$ cat src/rtl/blinker.sv
// Eight-LED pattern sequencer: prescaled step tick drives either a one-hot
// rotate-left chase (sw0=1) or a one-hot ping-pong sweep (sw0=0).
module blinker #(
    parameter logic [31:0] TICK_DIV = 32'd2_500_000
) (
    input  logic       clk,
    input  logic       rst,
    input  logic       sw0,
    output logic [7:0] led
);

    typedef enum logic {UP = 1'b0, DOWN = 1'b1} dir_t;

    logic        s1, s2;
    logic        mode;
    logic [31:0] cnt;
    logic        tick;
    logic        onehot;
    dir_t        dir, dir_nxt;
    logic [7:0]  led_nxt;

    assign mode   = s2;
    assign tick   = (cnt == TICK_DIV - 32'd1);
    assign onehot = (led != 8'h00) && ((led & (led - 8'd1)) == 8'h00);

    always_ff @(posedge clk) begin
        if (!rst) begin
            s1  <= 1'b0;
            s2  <= 1'b0;
            cnt <= '0;
            led <= 8'h01;
            dir <= UP;
        end else begin
            s1  <= sw0;
            s2  <= s1;
            cnt <= tick ? 32'd0 : cnt + 32'd1;
            led <= led_nxt;
            dir <= dir_nxt;
        end
    end

    // Mode switches keep the current position; the new rule applies from it.
    always_comb begin
        led_nxt = led;
        dir_nxt = dir;
        if (tick) begin
            if (!onehot) begin
                led_nxt = 8'h01;
                dir_nxt = UP;
            end else if (mode) begin
                led_nxt = {led[6:0], led[7]};
                dir_nxt = UP;
            end else if (dir == UP) begin
                if (led == 8'h80) begin
                    led_nxt = 8'h40;
                    dir_nxt = DOWN;
                end else begin
                    led_nxt = {led[6:0], 1'b0};
                end
            end else begin
                if (led == 8'h01) begin
                    led_nxt = 8'h02;
                    dir_nxt = UP;
                end else begin
                    led_nxt = {1'b0, led[7:1]};
                end
            end
        end
    end

endmodule

$ cat config.mk
export PLATFORM = sky130hd
export DESIGN_NAME = blinker
export DESIGN_NICKNAME = d
export VERILOG_FILES = /design/src/rtl/blinker.sv
export SDC_FILE = /design/constraint.sdc
export NUM_CORES = 1
export LEC_CHECK = 0
export BUFFER_PORTS_ARGS = -buffer_cell sky130_fd_sc_hd__buf_2
export CAP_MARGIN = 0
export CORE_UTILIZATION = 59
export DETAILED_ROUTE_END_ITERATION = 7
export GPL_TIMING_DRIVEN = 0
export PLACE_DENSITY = 0.86
export SYNTH_ARGS = -nofsm -noshare
export SYNTH_HDL_FRONTEND = slang
export SYNTH_SLANG_ARGS = --single-unit
$ cat constraint.sdc
create_clock -name clk -period 2.08 [get_ports clk]
set_clock_uncertainty 0.1 [all_clocks]
set_input_delay 0.104 -clock clk [delete_from_list [all_inputs] [get_ports clk]]
set_output_delay 0.104 -clock clk [all_outputs]
set_load 0.02 [all_outputs]
==> results.yml <==
cells_and_area:
  antenna-diode-count: 0
  area_growth_syn_to_layout_pct: 15.5
  layout-drive-gt1-share_pct: 16.0
  finish.net_count: 265
timing:
  final_cycle_utilization_of_the_critical_path_pct: 96.6
  number_of_hold_violations_in_the_final_report: 0
  period_minus_slack_ns: 2.01
  maxSlewViolCount: 0
  finalSetupViolCount: 0
  max_freq_mhz: 498
  setup_total_negative_slack_ns: 0
  setup_ws_ns: 0.0715
  tightestPinTransition_ns: 0.781
  rsz0062_at_grt: "true"
  max-slew-margin-rel_pct: 47.5
  fin_worst_hold_slack_ns: 0.374
grt:
  grt_max_degree: 14
  antenna_violations_before_repair: 0
  use_met1_pct: 32.8
  use_met3_pct: 5.84
  busiest_layer: "met2"
  groute.layer.met2.usage_pct: 36.8
  gr-usage-all-layers_pct: 24.8
  grt_pass1_wl_um: 6440
  via_count_of_the_first_global_routing_pass: 1482
  global_route.overflow_total: 0
placed_design:
  place_congestion: 0.871
  placement.io_buffers: 10
  dp_hpwl_um: 2740
  pre_cts_ws_ns: -0.132
clocking:
  ctsRootBufferMaster: "clkbuf_4"
  clockBufferDepth: 2
  clock_buffer_count_from_cts: 5
  tritoncts: "built"
  numClockSinks: 43
  h_tree_level_count: 2
  clk_pin_slew_ns: 0.13
  clock_latency_ns: 0.37
floorplanning:
  placement_rows: 20
  die_w_um: 60.0
  io_pins: 11
  start_util_pct: 63.4
  die_area_sq_um: 3600
  core_region_area_sq_um: 3130
  chipHeight_um: 60.0
routing:
  drt_iter0_drc: 231
  drc: 0
  post_drt_via_cell_ratio: 5.84
  route.detailed.wl_per_inst_um: 14.0
  drt_first_pass_iters: 7
  vias: 1788
  detail-route-antenna-nets: 0
  postRouteWirelength_um: 4270
power:
  powerDensity_nw_per_um2: 561
  power.leakage_uw: 0.000811
  worst_ir_drop_vdd_v: 0.000471
setup_path:
  worst-path-max-fanout: 5
  worst-setup-path-type: "register to register"
  start_kind: "register"
  critical_path_start: "cnt[26]"
  endpoint_kind: "register"
  worstPathRequired_ns: 2.27
  r2r_start: "cnt[26]"
  critical_path_arrival_ns: 2.20
outcome:
  outcome: "finished, final reports clean"
logic_synthesis:
  syn-cell-area_sq_um: 1980
  avgSynthCellArea_sq_um: 8.47
  synth.ff_latch_count: 43
  synthesis.instances: 234
  yosysUniqueCellTypes: 33
  synth_sequential_area_ratio_pct: 43.4
  synthesis.nets: 238
  ys.warnings.count: 0
flow_run:
  drv_cap: 0
min_path:
  hold_path_startpoint: "s1"
  hp-class: "register to register"
[cells by family after synthesis]
logic type	Yosys count	synth area share, %
AND/OR/NAND/NOR	109	29.3
flip-flops	43	43.4
AO/OA/AOI/OAI	31	9.53
XOR/XNOR	29	12.8
buffers and inverters	21	4.29
adder cells (fa/ha/maj)	1	0.631
[placed cells by master (no fill, tap or decap), types with 3 or more instances in the layout]
| master | n |
|---|---|
| a21oi_1 | 13 |
| and3_1 | 6 |
| and4_1 | 4 |
| buf_2 | 14 |
| buf_4 | 6 |
| clkbuf_1 | 4 |
| clkbuf_4 | 5 |
| dfxtp_1 | 40 |
| dlygate4sd3_1 | 3 |
| inv_1 | 13 |
| nand2_1 | 7 |
| nand3_1 | 13 |
| nand4_1 | 12 |
| nor2_1 | 41 |
| nor3_1 | 5 |
| nor4_1 | 6 |
| nor4_4 | 3 |
| o21ai_0 | 3 |
| o22ai_1 | 7 |
| or3_1 | 3 |
| xnor2_1 | 13 |
| xor2_1 | 16 |
[final timing paths]
check,endpoint,slack [ns],depth (start not counted)
worst max-delay path,dir,0.07,6
worst min-delay path,mode,0.37,1
worst max register to register,dir,0.07,6
worst min register to register,mode,0.37,1
[where the power goes]
| group | leakage, uW | internal (uW) | total [uW] | switching, uW |
|---|---|---|---|---|
| sequential | 0.000349 | 829 | 835 | 6.58 |
| combinational | 0.000434 | 15.3 | 36.4 | 21.2 |
| clock | 0.0000282 | 131 | 412 | 282 |
[synth_stat cells]
| cell | n | area, sq um |
|---|---|---|
| a21oi_1 | 13 | 65.1 |
| a22oi_1 | 1 | 7.51 |
| a31oi_1 | 1 | 6.26 |
| and2_1 | 2 | 12.5 |
| and3_1 | 6 | 37.5 |
| and4_1 | 4 | 35.0 |
| and4bb_1 | 1 | 12.5 |
| buf_2 | 4 | 20.0 |
| clkbuf_1 | 3 | 11.3 |
| clkbuf_2 | 1 | 5.00 |
| dfxtp_1 | 43 | 861 |
| ha_1 | 1 | 12.5 |
| inv_1 | 13 | 48.8 |
| nand2_1 | 8 | 30.0 |
| nand3_1 | 13 | 65.1 |
| nand4_1 | 11 | 68.8 |
| nand4_2 | 1 | 12.5 |
| nor2_1 | 41 | 154 |
| nor2_2 | 1 | 6.26 |
| nor3_1 | 6 | 30.0 |
| nor4_1 | 9 | 56.3 |
| nor4_2 | 1 | 12.5 |
| nor4_4 | 1 | 21.3 |
| o21ai_0 | 3 | 15.0 |
| o22a_1 | 1 | 8.76 |
| o22ai_1 | 7 | 43.8 |
| o31ai_1 | 2 | 15.0 |
| o32a_1 | 1 | 10.0 |
| o32ai_1 | 2 | 17.5 |
| or3_1 | 3 | 18.8 |
| or4_1 | 1 | 7.51 |
| xnor2_1 | 13 | 114 |
| xor2_1 | 16 | 140 |
[sequential cells by signal, summed over array words and instances, names as in the netlist]
name and count:
cnt 32, dir 1, led 8, mode 1, s1 1
[layout make-up]
type / count / area [sq um]
Multi-Input combinational cell: 171 / 1100
Sequential cell: 43 / 867
Fill cell: 227 / 840
Timing Repair Buffer: 19 / 125
Tap cell: 44 / 55.1
Inverter: 13 / 48.8
Clock buffer: 6 / 41.3
Buffer: 8 / 36.3
Clock inverter: 2 / 12.5
[per-layer routing]
| layer | up-vias | share of wire (%) |
|---|---|---|
| met1 | 833 | 45 |
| met3 | 12 | 5.6 |
| met5 | - | 0 |
| li1 | 881 | - |
| met2 | 62 | 47 |
| met4 | 0 | 2.6 |
[what timing repair did]
item | CTS | global route
setup buffers | 2 | 4
pin swaps | 1 | 6
hold buffers | 3 | 0
cloned | 0 | 1
resized for setup | 1 | 13
endpoints found under the setup margin | 40 | 18
hold endpoints to repair | 2 | 0
[per-stage QoR]
step                      total power [uW]  cells  cell area, sq um  utilization, %
after detailed placement               884    288              2090            66.7
after CTS                             1290    301              2190            70.0
final                                 1280    306              2290            73.2
after global routing                  1330    306              2290            73.2
after global placement                 883    288              2090            66.7
after floorplan                        875    234              1980               -
[critical path, cell delays in order, from the launching register on]
cell and delay [ns]:
dfxtp_2 0.36, nor4_2 0.33, nand4_1 0.13, buf_4 0.17, nor4_4 0.30, nand4_2 0.23, o32ai_1 0.31
Power figures use the tool's default switching activity.
